==> src/rtl/ds1302_burst_io.sv <==
// ds1302_burst_io
// Three-wire serial master for the DS1302 RTC. Accepts one command (single
// register or burst, clock/calendar or RAM space, read or write), frames it
// with CE, shifts the command byte and data bytes LSB first on SCLK, and
// reports completion with a done strobe (plus err for rejected lengths).
//
// Parameters
//   CLK_DIV    system clocks per SCLK half-period (2..65535)
//   CE_SETUP   clocks CE is held before first SCLK rise / after last fall (1..65536)
//   MAX_BYTES  maximum data bytes per command (1..31)
//
// Ports
//   clk, rst                   system clock, asynchronous active-high reset
//   cmd_valid/cmd_ready        command handshake (ready only in IDLE)
//   cmd_rd, cmd_ram            direction and address space of the command
//   cmd_addr, cmd_len          register address (single byte) and byte count
//   wr_data/wr_valid/wr_ready  write byte stream, one byte per handshake
//   rd_data/rd_valid           read byte stream, one-cycle strobe, no backpressure
//   done, err                  end-of-command strobe, err marks a rejected command
//   ds1302_*                   serial bus: CE, SCLK, IO output/enable/input
//
// state  | meaning
// IDLE   | waiting for a command, cmd_ready high
// SETUP  | CE high, CE_SETUP clocks before the first SCLK edge
// CMD    | shifting the 8-bit command byte
// WDATA  | shifting write bytes, stalls at byte boundaries without wr_valid
// RDATA  | IO released, sampling read bytes on SCLK rises
// HOLD   | CE held CE_SETUP clocks after the last SCLK fall
// FIN    | CE low, done (and err when rejected) for one clock
module ds1302_burst_io #(
  parameter int CLK_DIV   = 50,
  parameter int CE_SETUP  = 256,
  parameter int MAX_BYTES = 31
) (
  input  logic       clk,
  input  logic       rst,
  input  logic       cmd_valid,
  output logic       cmd_ready,
  input  logic       cmd_rd,
  input  logic       cmd_ram,
  input  logic [4:0] cmd_addr,
  input  logic [4:0] cmd_len,
  input  logic [7:0] wr_data,
  input  logic       wr_valid,
  output logic       wr_ready,
  output logic [7:0] rd_data,
  output logic       rd_valid,
  output logic       done,
  output logic       err,
  output logic       ds1302_ce,
  output logic       ds1302_sclk,
  output logic       ds1302_io_o,
  output logic       ds1302_io_oe,
  input  logic       ds1302_io_i
);

  typedef enum logic [2:0] {
    S_IDLE, S_SETUP, S_CMD, S_WDATA, S_RDATA, S_HOLD, S_FIN
  } state_t;

  localparam logic [15:0] HALF_LD  = 16'(CLK_DIV - 1);
  localparam logic [15:0] SETUP_LD = 16'(CE_SETUP - 1);
  localparam logic [4:0]  MAX_LEN  = 5'(MAX_BYTES);

  state_t      r_state, w_state_n;
  logic [15:0] r_cnt, w_cnt_n;
  logic [2:0]  r_bit, w_bit_n;
  logic [4:0]  r_bytes, w_bytes_n;
  logic [7:0]  r_tx, w_tx_n;
  logic [7:0]  r_rx, w_rx_n;
  logic [7:0]  r_rd_data, w_rd_data_n;
  logic        r_rd_valid, w_rd_valid_n;
  logic        r_sclk, w_sclk_n;
  logic        r_oe, w_oe_n;
  logic        r_ce, w_ce_n;
  logic        r_rd, w_rd_n;
  logic        r_have, w_have_n;
  logic        r_err, w_err_n;
  logic        r_live;
  logic        w_cmd_ready, w_wr_ready, w_step, w_len_bad;
  logic [7:0]  w_cmd_byte, w_rx_shift;

  assign w_cmd_ready = (r_state == S_IDLE) && r_live;
  assign w_len_bad   = (cmd_len == 5'd0) || (cmd_len > MAX_LEN);
  assign w_cmd_byte  = {1'b1, cmd_ram, (cmd_len > 5'd1) ? 5'h1F : cmd_addr, cmd_rd};

  always_comb begin
    w_state_n    = r_state;
    w_cnt_n      = r_cnt;
    w_bit_n      = r_bit;
    w_bytes_n    = r_bytes;
    w_tx_n       = r_tx;
    w_rx_n       = r_rx;
    w_rd_data_n  = r_rd_data;
    w_rd_valid_n = 1'b0;
    w_sclk_n     = r_sclk;
    w_oe_n       = r_oe;
    w_ce_n       = r_ce;
    w_rd_n       = r_rd;
    w_have_n     = r_have;
    w_err_n      = r_err;
    w_wr_ready   = 1'b0;
    w_step       = 1'b0;
    w_rx_shift   = {ds1302_io_i, r_rx[7:1]};
    case (r_state)
      S_IDLE: begin
        if (cmd_valid && w_cmd_ready) begin
          w_rd_n = cmd_rd;
          if (w_len_bad) begin
            w_err_n   = 1'b1;
            w_state_n = S_FIN;
          end else begin
            w_err_n   = 1'b0;
            w_state_n = S_SETUP;
            w_tx_n    = w_cmd_byte;
            w_bytes_n = cmd_len;
            w_cnt_n   = SETUP_LD;
            w_ce_n    = 1'b1;
            w_oe_n    = 1'b1;
          end
        end
      end
      S_SETUP: begin
        if (r_cnt == 16'd0) begin
          w_state_n = S_CMD;
          w_cnt_n   = HALF_LD;
          w_bit_n   = 3'd0;
        end else begin
          w_cnt_n = r_cnt - 16'd1;
        end
      end
      S_CMD, S_WDATA, S_RDATA: begin
        // A write byte boundary freezes the bit timer (sclk low) until a
        // byte is handed over, so a byte is never shifted partially.
        if (r_state == S_WDATA && !r_have) begin
          w_wr_ready = wr_valid;
          if (wr_valid) begin
            w_tx_n   = wr_data;
            w_have_n = 1'b1;
            w_step   = 1'b1;
          end
        end else begin
          w_step = 1'b1;
        end
        if (w_step) begin
          if (r_cnt != 16'd0) begin
            w_cnt_n = r_cnt - 16'd1;
          end else if (!r_sclk) begin
            w_sclk_n = 1'b1;
            w_cnt_n  = HALF_LD;
            if (r_state == S_RDATA) begin
              w_rx_n = w_rx_shift;
              if (r_bit == 3'd7) begin
                w_rd_data_n  = w_rx_shift;
                w_rd_valid_n = 1'b1;
              end
            end
          end else begin
            w_sclk_n = 1'b0;
            w_cnt_n  = HALF_LD;
            w_tx_n   = {1'b0, r_tx[7:1]};
            w_bit_n  = r_bit + 3'd1;
            if (r_bit == 3'd7) begin
              w_have_n = 1'b0;
              if (r_state == S_CMD) begin
                w_state_n = r_rd ? S_RDATA : S_WDATA;
                if (r_rd) w_oe_n = 1'b0;
              end else begin
                w_bytes_n = r_bytes - 5'd1;
                if (r_bytes == 5'd1) begin
                  w_state_n = S_HOLD;
                  w_cnt_n   = SETUP_LD;
                  w_oe_n    = 1'b0;
                end
              end
            end
          end
        end
      end
      S_HOLD: begin
        if (r_cnt == 16'd0) begin
          w_state_n = S_FIN;
          w_ce_n    = 1'b0;
          w_oe_n    = 1'b0;
        end else begin
          w_cnt_n = r_cnt - 16'd1;
        end
      end
      S_FIN: begin
        w_state_n = S_IDLE;
        w_err_n   = 1'b0;
      end
      default: w_state_n = S_IDLE;
    endcase
  end

  always_ff @(posedge clk or posedge rst) begin
    if (rst) begin
      r_state    <= S_IDLE;
      r_cnt      <= '0;
      r_bit      <= '0;
      r_bytes    <= '0;
      r_tx       <= '0;
      r_rx       <= '0;
      r_rd_data  <= '0;
      r_rd_valid <= 1'b0;
      r_sclk     <= 1'b0;
      r_oe       <= 1'b0;
      r_ce       <= 1'b0;
      r_rd       <= 1'b0;
      r_have     <= 1'b0;
      r_err      <= 1'b0;
      r_live     <= 1'b0;
    end else begin
      r_state    <= w_state_n;
      r_cnt      <= w_cnt_n;
      r_bit      <= w_bit_n;
      r_bytes    <= w_bytes_n;
      r_tx       <= w_tx_n;
      r_rx       <= w_rx_n;
      r_rd_data  <= w_rd_data_n;
      r_rd_valid <= w_rd_valid_n;
      r_sclk     <= w_sclk_n;
      r_oe       <= w_oe_n;
      r_ce       <= w_ce_n;
      r_rd       <= w_rd_n;
      r_have     <= w_have_n;
      r_err      <= w_err_n;
      r_live     <= 1'b1;
    end
  end

  // The transmit register shifts in zeros, so io_o settles low once the
  // last bit has gone out and stays low through RDATA and IDLE.
  assign cmd_ready    = w_cmd_ready;
  assign wr_ready     = w_wr_ready;
  assign rd_data      = r_rd_data;
  assign rd_valid     = r_rd_valid;
  assign done         = (r_state == S_FIN);
  assign err          = (r_state == S_FIN) && r_err;
  assign ds1302_ce    = r_ce;
  assign ds1302_sclk  = r_sclk;
  assign ds1302_io_o  = r_tx[0];
  assign ds1302_io_oe = r_oe;

endmodule

==> config.mk <==
export PLATFORM = sky130hd
export DESIGN_NAME = ds1302_burst_io
export DESIGN_NICKNAME = d
export VERILOG_FILES = /design/src/rtl/ds1302_burst_io.sv
export SDC_FILE = /design/constraint.sdc
export NUM_CORES = 1
export LEC_CHECK = 0
export ABC_AREA = 1
export ABC_CLOCK_PERIOD_IN_PS = 2200
export CORE_UTILIZATION = 46
export CTS_CLUSTER_SIZE = 12
export DETAILED_ROUTE_END_ITERATION = 10
export PLACE_DENSITY = 0.67
export REMOVE_ABC_BUFFERS = 1
export SLEW_MARGIN = 40
export SYNTH_ARGS = -nofsm -noshare
export SYNTH_HDL_FRONTEND = slang
export SYNTH_SLANG_ARGS = --single-unit
==> constraint.sdc <==
create_clock -name clk -period 2.2 [get_ports clk]
set_clock_uncertainty 0.05 [all_clocks]
set_input_delay 0.33 -clock clk [delete_from_list [all_inputs] [get_ports clk]]
set_output_delay 0.33 -clock clk [all_outputs]
set_load 0.01 [all_outputs]
# Word level (Yosys, flattened, before mapping)
# Cells that the tools add are included.
# op_classes
mux,78
add_sub_neg,3
order_cmp,2
n_reduce_logical,29
n_eq_ne,20
n_bitwise,2
# ops
cell,count
$mux W16,6
$mux W8,11
$pmux W16 S4,1
$mux W3,15
$mux W5,8
$mux W1,30
$ne A2 B2 Y1 const B,9
$logic_not A16 Y1,1
$pmux W8 S2,1
$reduce_and A8 Y1,2
$reduce_bool A16 Y1,1
$sub A16 B1 Y16 const B,1
$reduce_and A5 Y1,3
$eq A3 B3 Y1 const B,4
$pmux W3 S4,1
$pmux W5 S2,1
$reduce_and A10 Y1,1
$reduce_bool A2 Y1,4
$eq A3 B2 Y1 const B,2
$ne A3 B3 Y1 const B,2
$pmux W3 S2,1
$reduce_and A3 Y1,2
$reduce_and A6 Y1,1
$eq A5 B1 Y1 const B,1
other kinds (19),25
# totals
register_bits,59
output_inout_bits,17
word_cells,149

# Logic depth before layout (Yosys ltp)
# logic_depth
depth_word,8
mapped_depth,13
ltp_nobuf,12

# Least setup slack after synthesis
# Ideal clock, no wire load.
# synth_path
path_type,register -> register
startpoint,register r_cnt[0]
endpoint,register r_bytes[1]
path_stages_with_launch,12
arrival_ns,1.567
required_time_ns,2.027
path_slack_ns,0.460
synth_period_minus_slack_ns,1.740
path_cell_list,dfrtp_1 > inv_1 > ha_1 > nand2_2 > nor2_4 > nand2_4 > nand2_1 > o21ai_4 > nor2_8 > nand2_4 > nand2_1 > o21ai_2
# synth_via
elab_chain_len,3
# synth_lines
item,line,source
"start, declared",66,"logic [15:0] r_cnt, w_cnt_n;"
"start signal, assigned",216,r_cnt <= w_cnt_n;
$reduce_bool A16 Y1,146,if (r_cnt != 16'd0) begin
$ne A2 B2 Y1 (no line),n/a,
$reduce_and A8 Y1 (no line),n/a,
"end signal, assigned",218,r_bytes <= w_bytes_n;
"end, declared",68,"logic [4:0] r_bytes, w_bytes_n;"
# No other way between the ends.
# A chain may end at the register's enable or synchronous reset.

# Worst setup path in the final report
# layout_path
startpoint,register r_state[0]
endpoint,output port wr_ready
# layout_via
elab_chain_len,4
word_cells_on_any_way,7
# layout_lines
item,line,source
"start, declared",65,"state_t r_state, w_state_n;"
"start signal, assigned",215,r_state <= w_state_n;
$eq A3 B2 Y1,"105, 135",
$logic_and A1 B1 Y1,135,if (r_state == S_WDATA && !r_have) begin
$mux W1,135,
$mux W1 *,105,case (r_state)
"end, declared",45,"output logic wr_ready,"
# Mark *: on every way between the ends. The rest lies on a longest branch, timed or not.

==> qor.yml <==
placement:
  gp_congestion: 0.928
  port_buffers: 41
  dp_hpwl_um: 6350
timing:
  finalCritPeriodShare_pct: 97.7
  setup_viol: 0
  rsz0062_at_grt: "true"
  max_freq_ghz: 0.465
  holdWs_ns: 0.320
  fin_crit_ns: 2.15
  slew_violations: 0
  hold_viol_final: 0
  fin_setup_tns_ns: 0
setup_path:
  required_ns: 1.82
  crit_type: "flip-flop to output port"
  timing.rr.start: "r_state[1]"
  crit_arrival_ns: 1.77
  crit_start: "r_state[0]"
  crit_path_max_fanout: 7
  worst_setup_path_start_kind: "flip-flop"
  critical_path.endpoint_type: "output port"
global_routing:
  grt_pass1_vias: 3271
  grt_pass1_wl_um: 15000
  antenna_found_initial: 0
  grt_max_degree: 30
  grt_usage_pct: 22.3
  grt_overflow: 0
layout:
  fin_nets: 608
  synthToLayoutAreaGrowth_pct: 22.0
  utilization_pct: 58.8
  num_antenna_cells: 0
  fillers: 706
  ff_latch_area_um2: 1460
  drive_gt1_share_pct: 14.4
  multi_input_area_um2: 2000
clocking:
  clockRootBuffer: "clkbuf_8"
  h-tree-depth: 3
  cts_made_buffers: 9
  cts_tree: "built"
  holdBufCountCts: 0
  clock_latency_ns: 0.35
  cts.sinks: 58
  cts.reportedPaths.clkPinSlew_ns: 0.07
  ctsLongestPathBuffers: 2
synthesis:
  synth_xor_area_share_pct: 2.09
  synth_largest_area_cell: "dfrtp_1"
  synth.distinct_cells: 40
  yosys.area_share.simple_pct: 39.9
  netlist_instances: 518
  synth_top_family_by_area: "simple AND/OR/NAND/NOR gates"
  yosysSeqAreaShare_pct: 38.6
  synth_compound_area_share_pct: 7.94
  synth-adder-area-share_pct: 1.66
  syn_area_um2: 3760
  synth_area_leaders: "dfrtp_1 39%, nand2_1 15%, nor2_1 7.3%"
  synth.top_cells.by_count: "148 x nand2_1, 73 x nor2_1, 61 x inv_1"
  synth_mux_area_share_pct: 0.864
  synthFlopType: "dfrtp_1"
  yosys_warnings: 0
  synth_most_common_cell: "nand2_1"
  synth.avg_cell_area_um2: 7.27
  synth-edff-count: 0
  synth_top_area_share_pct: 38.6
  synthArstFlopShare_pct: 100
  synth_seq_cells: 58
power_and_ir_drop:
  finalPower_mw: 5.33
  switching_share_pct: 45.0
  p_int_mw: 2.93
  leakagePower_nw: 2.33
  p_switching_mw: 2.40
  p_per_area_nw_per_um2: 1160
  power.share.clock_pct: 19.0
  power.share.combinational_pct: 52.0
  peakVddDrop_v: 0.000728
  p_seq_share_pct: 29.0
route:
  vias_per_cell: 5.06
  drc: 0
  routed_wl_um: 8560
  drt_iter0_markers: 176
  dr_total_vias: 3467
  wl_per_cell_um: 12.5
  drtPass1Iterations: 5
  ant_nets: 0
floorplan:
  die_w_um: 92.5
  start_util_pct: 48.2
  dieArea_um2: 8550
  rows: 32
  core_um2: 7810
  boundaryPins: 42
  die_y_um: 92.5
run_status:
  status: "complete, no violations"
hold_path:
  min_path_type: "primary input to asynchronous set/reset pin"
flow_run:
  cap_violations: 0
per-stage QoR:
| stage | setup WS (ns) | cell area, um^2 | cells |
|---|---|---|---|
| floorplan | 0.268 | 3670 | 507 |
| finish | 0.0506 | 4590 | 685 |
| CTS | -0.0106 | 4550 | 681 |
| global route | -0.0182 | 4590 | 685 |
| detailed placement | 0.0932 | 4310 | 663 |
| global placement | 0.177 | 4310 | 663 |
critical path, cell delays in order (launching register included):
cell and delay, ns:
dfrtp_2 0.46, nand2_1 0.11, nor2_4 0.13, nand3_2 0.09, inv_1 0.09, clkdlybuf4s50_1 0.54
state kept, by name, indices dropped and copies added (netlist names), 3 cells and up:
name	count
r_bit	3
r_bytes	5
r_cnt	16
r_rx	7
r_state	3
r_tx	8
rd_data	8
path summary, 6_finish.rpt:
check / endpoint / slack, ns / depth (start not counted)
hold / removal: rd_data[1] / 0.32 / 3
setup reg to reg: r_cnt[13] / 0.19 / 10
setup / recovery: wr_ready / 0.05 / 5
min in group clk: ds1302_io_oe / 0.43 / 2
hold reg to reg: ds1302_io_oe / 0.43 / 2
max in group asynchronous: ds1302_sclk / 1.48 / 3
power by group through the flow:
| stage | Combinational (mW) | Sequential (mW) | Clock (mW) |
|---|---|---|---|
| after floorplan | 1.96 | 1.52 | 0 |
| after global placement | 2.62 | 1.55 | 0 |
| after detailed placement | 2.65 | 1.55 | 0 |
| after CTS | 2.71 | 1.55 | 1.03 |
| after global routing | 3.14 | 1.58 | 1.08 |
| final | 2.77 | 1.54 | 1.01 |
repair_timing:
item | 4_1_cts | 5_1_grt
buffers inserted | 2 | 4
resized for setup | 6 | 6
pin swaps | 1 | 0
setup endpoints to repair | 4 | 9
cloned | 0 | 0
final cells by class:
| cell class | instances | area share (%) |
|---|---|---|
| repair buffers | 60 | 12.2 |
| multi-input cells | 385 | 43.6 |
| well taps | 102 | 2.78 |
| inverters | 64 | 5.28 |
| clock buffers | 10 | 3.00 |
| clock inverters | 6 | 1.44 |
| flip-flops and latches | 58 | 31.7 |
cell families (layout without fill, tap and decap cells):
logic type | Yosys count | after routing
buf+inv | 75 | 140
fa+ha+maj | 5 | 5
compound gates | 52 | 52
flops | 58 | 58
other cells | 1 | 1
mux | 2 | 2
xor+xnor | 9 | 9
simple gates | 316 | 316
routing by layer:
layer	global-route usage [%]	vias up	wire length, um	share of wire, %
li1	-	1766	-	-
met1	30.1	1606	4070	48
met2	35.7	83	4000	47
met3	3.94	12	342	4.0
met4	8.46	0	150	1.8
met5	0	-	0	0
placed cells by master, fill, tap and decap left out, types with 2 or more instances in the layout:
master and count:
a21oi_1 13, xnor2_1 2, ha_1 5, nor2_4 7, nor3_1 3, nand2_4 3
o21ai_1 5, nor2_2 6, clkdlybuf4s50_1 38, buf_4 19, o21ai_2 3, clkinvlp_4 3
a31oi_1 2, dlymetal6s2s_1 3, dfrtp_2 3, xor2_1 7, clkbuf_8 10, nand2_2 7
inv_2 3, nor2_1 71, nand4_1 9, inv_1 60, nand3_4 3, nor3_2 2
nor4_1 2, dfrtp_1 55, nand2_1 147, o21ai_0 23, a211oi_1 2, nand3_1 44
nand3b_1 3, nand3_2 5
Note: power is estimated with default switching activity, not from simulation.
